==> config.mk <==
export PLATFORM = sky130hd
export DESIGN_NAME = hs_link_buffer
export DESIGN_NICKNAME = d
export VERILOG_FILES = /design/src/rtl/hs_link_buffer.sv
export SDC_FILE = /design/constraint.sdc
export NUM_CORES = 1
export LEC_CHECK = 0
export CAP_MARGIN = 10
export CELL_PAD_IN_SITES_DETAIL_PLACEMENT = 0
export CELL_PAD_IN_SITES_GLOBAL_PLACEMENT = 1
export CORE_MARGIN = 2
export CORE_UTILIZATION = 51
export DETAILED_ROUTE_END_ITERATION = 8
export PLACE_DENSITY_LB_ADDON = 0.1
export SYNTH_ARGS = -nofsm -noshare
export SYNTH_HDL_FRONTEND = slang
export SYNTH_SLANG_ARGS = --single-unit
==> constraint.sdc <==
create_clock -name clk -period 7.2 [get_ports clk]
set_clock_uncertainty 0.15 [all_clocks]
set_input_delay 1.8 -clock clk [delete_from_list [all_inputs] [get_ports clk]]
set_output_delay 1.8 -clock clk [all_outputs]
set_load 0.05 [all_outputs]
==> src/rtl/hs_link_buffer.sv <==
// Four-phase handshake link buffer: a producer-side FSM writes into a
// DEPTH-entry FIFO and a consumer-side FSM drains it through an output register.
module hs_link_buffer #(
    parameter int DATA_W = 16,
    parameter int DEPTH  = 4
) (
    input  logic                       clk,
    input  logic                       rst_n,
    input  logic                       in_req,
    output logic                       in_ack,
    input  logic [DATA_W-1:0]          in_data,
    output logic                       out_req,
    input  logic                       out_ack,
    output logic [DATA_W-1:0]          out_data,
    input  logic                       flush,
    output logic [$clog2(DEPTH+1)-1:0] count,
    output logic                       full,
    output logic                       empty
);

    localparam int PTR_W = $clog2(DEPTH);
    localparam int CNT_W = $clog2(DEPTH+1);

    typedef enum logic {
        IN_IDLE,
        IN_HOLD
    } in_state_t;

    typedef enum logic [1:0] {
        OUT_IDLE,
        OUT_REQ,
        OUT_RTZ
    } out_state_t;

    in_state_t        in_state;
    out_state_t       out_state;
    logic [PTR_W-1:0] head;
    logic [PTR_W-1:0] tail;
    logic [DATA_W-1:0] mem [DEPTH];
    logic             run;
    logic             push;
    logic             pop;

    // Single release flop: state first moves on the second posedge after rst_n rises.
    always_ff @(posedge clk or negedge rst_n) begin
        if (!rst_n) begin
            run <= 1'b0;
        end else begin
            run <= 1'b1;
        end
    end

    assign full  = (count == CNT_W'(DEPTH));
    assign empty = (count == '0);

    // Full is judged on the registered count, so a same-edge pop never frees a slot.
    assign push = run && (in_state == IN_IDLE) && in_req && !full;
    assign pop  = run && (out_state == OUT_IDLE) && !empty && !flush;

    always_ff @(posedge clk) begin
        if (push && !flush) begin
            mem[tail] <= in_data;
        end
    end

    always_ff @(posedge clk or negedge rst_n) begin
        if (!rst_n) begin
            in_state <= IN_IDLE;
            in_ack   <= 1'b0;
            tail     <= '0;
        end else if (run) begin
            case (in_state)
                IN_IDLE: begin
                    if (push) begin
                        in_ack   <= 1'b1;
                        in_state <= IN_HOLD;
                    end
                end
                IN_HOLD: begin
                    if (!in_req) begin
                        in_ack   <= 1'b0;
                        in_state <= IN_IDLE;
                    end
                end
                default: begin
                    in_ack   <= 1'b0;
                    in_state <= IN_IDLE;
                end
            endcase
            if (flush) begin
                tail <= '0;
            end else if (push) begin
                tail <= tail + PTR_W'(1);
            end
        end
    end

    always_ff @(posedge clk or negedge rst_n) begin
        if (!rst_n) begin
            out_state <= OUT_IDLE;
            out_req   <= 1'b0;
            out_data  <= '0;
            head      <= '0;
        end else if (run) begin
            case (out_state)
                OUT_IDLE: begin
                    if (pop) begin
                        out_data  <= mem[head];
                        out_req   <= 1'b1;
                        out_state <= OUT_REQ;
                    end
                end
                OUT_REQ: begin
                    if (out_ack) begin
                        out_req   <= 1'b0;
                        out_state <= OUT_RTZ;
                    end
                end
                OUT_RTZ: begin
                    if (!out_ack) begin
                        out_state <= OUT_IDLE;
                    end
                end
                default: begin
                    out_req   <= 1'b0;
                    out_state <= OUT_IDLE;
                end
            endcase
            if (flush) begin
                head <= '0;
            end else if (pop) begin
                head <= head + PTR_W'(1);
            end
        end
    end

    always_ff @(posedge clk or negedge rst_n) begin
        if (!rst_n) begin
            count <= '0;
        end else if (run) begin
            if (flush) begin
                count <= '0;
            end else if (push && !pop) begin
                count <= count + CNT_W'(1);
            end else if (!push && pop) begin
                count <= count - CNT_W'(1);
            end
        end
    end

endmodule

# Word-level counts from Yosys, hierarchy flattened
# Memory sizes are Yosys's and may differ from the RTL's. A register that Yosys moved wholly into a read port is not among the register bits.
# Cells that the tools add are included.
# word_totals
ff_bits	13
latchBits	0
ramBits	64
rom_bits	0
in_bits	21
out_inout_bits	23
elab_cells	72
memories	1
# op_classes
n_addsub	4
n_mul	0
div	0
magnitude_cmp	0
eq_ne	8
shift	0
muxes	22
n_bitwise	2
n_reduce_logical	27
# mem_list
memory	depth	width	read_ports	rd_ports_with_merged_regs	wr	line_no	rtl
mem	4	16	1	1	1	39	logic [DATA_W-1:0] mem [DEPTH];
# op_table
op	count
$mux W2	7
$ne A2 B2 Y1 const B	5
$logic_and A1 B1 Y1	9
$mux W3	3
$mux W1	8
$reduce_and A4 Y1	2
$logic_not A1 Y1	6
$pmux W2 S3	1
$reduce_and A2 Y1	3
$reduce_and A3 Y1	2
$add A2 B1 Y2 const B	2
$pmux W1 S2	2
$reduce_bool A2 Y1	2
$add A3 B1 Y3 const B	1
$eq A3 B3 Y1 const B	1
$logic_not A3 Y1	1
$pmux W1 S3	1
$reduce_bool A3 Y1	1
$sub A3 B1 Y3 const B	1
$eq A2 B1 Y1 const B	1
$eq A2 B2 Y1 const B	1
$logic_not A2 Y1	1
$not A1 Y1	2

# Longest topological paths before layout
# depth
depth_word	9
mapped_depth	10
ltp_nobuf	9

# Worst setup path after synthesis
# Ideal clock, no wire load.
# synth_timing
path_kind	register to output
start	reg count[2]
end	out full
t_arrival_ns	1.454
required_ns	5.250
setup_slack_ns	3.796
stages_incl_launch_ff	3
n_path_buf	0
cell_sequence	dfrtp_1 -> or3b_4 -> inv_1
# synth_via
elab_chain_len	1
# synth_lines
element	line_no	rtl
start, declared	16	output logic [$clog2(DEPTH+1)-1:0] count,
start signal, assigned	144	count <= count + CNT_W'(1);
start signal, assigned	146	count <= count - CNT_W'(1);
$eq A3 B3 Y1	53	assign full = (count == CNT_W'(DEPTH));
end, declared	17	output logic full,
# Every way passes these cells.

# Worst setup path in the final report
# layout_timing
start	in flush
end	reg count[2]
# layout_via
elab_chain_len	6
elab_cells_between_ends	9
classes_between	2 x mux; 7 x reduce/logical
# layout_lines
element	line_no	rtl
start, declared	15	input logic flush,
$logic_not A1 Y1	58	assign pop = run && (out_state == OUT_IDLE) && !empty && !flush;
$logic_and A1 B1 Y1	58	
$logic_not A1 Y1	143	end else if (push && !pop) begin
$logic_and A1 B1 Y1	143	
$reduce_bool A3 Y1 (no source line) / $mux W3 (equally long branches)	n/a	
$reduce_and A2 Y1 (no source line) / $mux W3 (equally long branches)	n/a	
# Several ways; a longest one is shown, not always the timed one.
# A chain may end at the register's enable or synchronous reset.

==> flow_metrics.env <==
export IMPL_fin_area_um2=4390
export IMPL_ctsResizeCount=0
export IMPL_ir_drop_mv=0.147
export IMPL_synth_flop_cell="edfxtp_1"
export IMPL_cts_root_buffer="clkbuf_8"
export IMPL_syn_num_nets=221
export IMPL_wire_per_inst_um=18.3
export IMPL_p_leak_nw=1.56
export IMPL_drc=0
export IMPL_clk_pin_slew_ns=0.10
export IMPL_fill_cells=526
export IMPL_num_antenna_cells=0
export IMPL_worstSetupEndpointType="flip-flop"
export IMPL_cts_sinks=93
export IMPL_synth_top_area_share=0.521
export IMPL_io_pins=44
export IMPL_gp_congestion=0.683
export IMPL_ys_warnings_count=0
export IMPL_grt_max_degree=30
export IMPL_fin_setup_tns_ns=0
export IMPL_rsz0062_at_grt="false"
export IMPL_cts_tree="yes"
export IMPL_final_nets=268
export IMPL_final_core_util=0.636
export IMPL_drv_slew=0
export IMPL_yosysUniqueCellTypes=42
export IMPL_die_h_um=89.0
export IMPL_power_density_nw_per_um2=391
export IMPL_cp_required_ns=7.29
export IMPL_ys_top_cells_by_count="edfxtp_1 (64), dfrtp_1 (29), mux4_2 (16)"
export IMPL_startpoint_type="input port"
export IMPL_synth_largest_area_cell="edfxtp_1"
export IMPL_timing_hold_violations_final=0
export IMPL_synthCells=195
export IMPL_dpl_hpwl_mm=3.98
export IMPL_relSlewSlack=0.254
export IMPL_drtAntennaViolNets=0
export IMPL_power_w=0.00172
export IMPL_synthArstFlopShare=0.312
export IMPL_grt_overflow_total=0
export IMPL_rows=30
export IMPL_routed_via_density=5.33
export IMPL_crit_path_max_fanout=20
export IMPL_fin_crit_ns=4.46
export IMPL_first_pass_iters=4
export IMPL_io_buffer_count=43
export IMPL_numCtsBuffers=9
export IMPL_period_share=0.619
export IMPL_antenna_found_initial=0
export IMPL_synth_edf_count=64
export IMPL_dpl_cell_area_um2=4190
export IMPL_routed_wl_mm=6.27
export IMPL_yosysMostFrequentCell="edfxtp_1"
export IMPL_ys_seq_elements=93
export IMPL_initial_core_util=0.534
export IMPL_status="finished clean"
export IMPL_htreeDepth=3
export IMPL_max_freq_mhz=224
export IMPL_first_global_vias=1981
export IMPL_synth_seq_area_share=0.718
export IMPL_dieWidth_um=89.0
export IMPL_drt_iter0_drc=113
export IMPL_drv_cap=0
export IMPL_cp_data_arrival_time_ns=4.55
export IMPL_synth_cell_area_um2=3690
export IMPL_syn_avg_cell_area_um2=18.9
export IMPL_grt_pass1_wl_mm=10.0
export IMPL_vias=1828
export IMPL_post_cts_buffers=0
export IMPL_clk_path_buf_depth=2
export IMPL_synthTopCellsByArea="edfxtp_1 (52%), dfrtp_1 (20%), mux4_2 (9.8%)"
export IMPL_syn2layout_area_growth_pct=19.2
export IMPL_finalSetupViolations=0
export IMPL_coreArea_um2=6910
export IMPL_clock_latency_ns=0.35
export IMPL_whs_ns=0.338
export IMPL_critPathKind="input port to flip-flop"
export IMPL_hp_class="flip-flop to flip-flop"
export IMPL_drive_gt1_frac=0.178
export IMPL_worst_pin_slew_ns=1.12
export IMPL_die_area_um2=7920
export IMPL_ctsHoldBuffers=0
export IMPL_grt_util_all_layers=0.178
path summary, 6_finish.rpt:
path	from	end	slack, ns	cells past startpoint
setup / recovery	flush	count[2]$_DFFE_PN0P_	2.74	8
hold / removal	in_state$_DFFE_PN0P_	in_ack$_DFFE_PN0P_	0.34	1
setup reg to reg	out_state[0]$_DFFE_PN0P_	count[2]$_DFFE_PN0P_	3.93	9
hold reg to reg	in_state$_DFFE_PN0P_	in_ack$_DFFE_PN0P_	0.34	1
max in group asynchronous	rst_n	out_data[9]$_DFFE_PN0P_	4.90	2
min in group asynchronous	rst_n	out_data[0]$_DFFE_PN0P_	1.68	2
per-stage QoR:
stage / cells / setup WS [ns]
detailed placement: 327 / 2.38
finish: 343 / 2.74
global placement: 327 / 2.51
global route: 343 / 2.57
CTS: 343 / 2.75
floorplan: 195 / 3.80
worst max-delay path, cell delays in order:
cell             delay [ns]
clkdlybuf4s50_1        0.60
nor2_2                 0.95
nor2_1                 0.14
fa_1                   0.43
and4_1                 0.19
mux2i_1                0.18
xor2_1                 0.17
o2bb2ai_1              0.09
layout make-up:
cell class | count | area [µm²] | share of cell area
clock buffer | 12 | 155 | 0.0353
clock inverter | 4 | 53.8 | 0.0122
inverter | 8 | 30.0 | 0.00683
multi-input combinational | 85 | 942 | 0.214
sequential | 93 | 2650 | 0.603
tap | 96 | 120 | 0.0273
timing repair buffer | 45 | 445 | 0.101
flip-flops by register name, indices dropped and copies added, names as in the netlist:
name       count
mem           64
out_req        1
count          3
out_data      16
out_state      2
head           2
run            1
in_ack         1
in_state       1
tail           2
report_power, final:
part | internal, W | leakage, nW | switching, W | total [W]
logic | 0.000252 | 0.528 | 0.000385 | 0.000637
registers | 0.000655 | 0.932 | 0.0000661 | 0.000722
clock network | 0.000181 | 0.0992 | 0.000178 | 0.000359
cells in the final DEF (no fill, tap or decap), drive strengths merged, types with 2 or more instances in the layout:
| master | Yosys | final |
|---|---|---|
| nor2 | 6 | 6 |
| buf | 5 | 2 |
| nand2 | 2 | 2 |
| clkinvlp | 0 | 2 |
| a22o | 2 | 2 |
| dfrtp | 29 | 29 |
| and2 | 4 | 4 |
| clkdlybuf4s50 | 0 | 43 |
| mux2 | 16 | 16 |
| ha | 4 | 4 |
| nand3 | 3 | 3 |
| clkbuf | 4 | 12 |
| o22ai | 2 | 2 |
| inv | 8 | 9 |
| xor2 | 2 | 2 |
| mux2i | 2 | 2 |
| a31oi | 2 | 2 |
| a21oi | 3 | 3 |
| o21ai | 7 | 7 |
| edfxtp | 64 | 64 |
| mux4 | 16 | 16 |
kinds of logic after synthesis:
family,synth area share
DFF,0.718
muxes,0.152
AOI/OAI and AO/OA,0.0380
and+or+nand+nor,0.0356
buffers and inverters,0.0268
adders and majority gates,0.0190
xor gates and xnor gates,0.00917
other,0.00102
routing by layer:
metal	GRT usage	share of wire
met5	0	0
met3	0.0425	0.038
met2	0.301	0.53
met1	0.221	0.41
met4	0.0773	0.013
(Power assumes the default switching activity.)
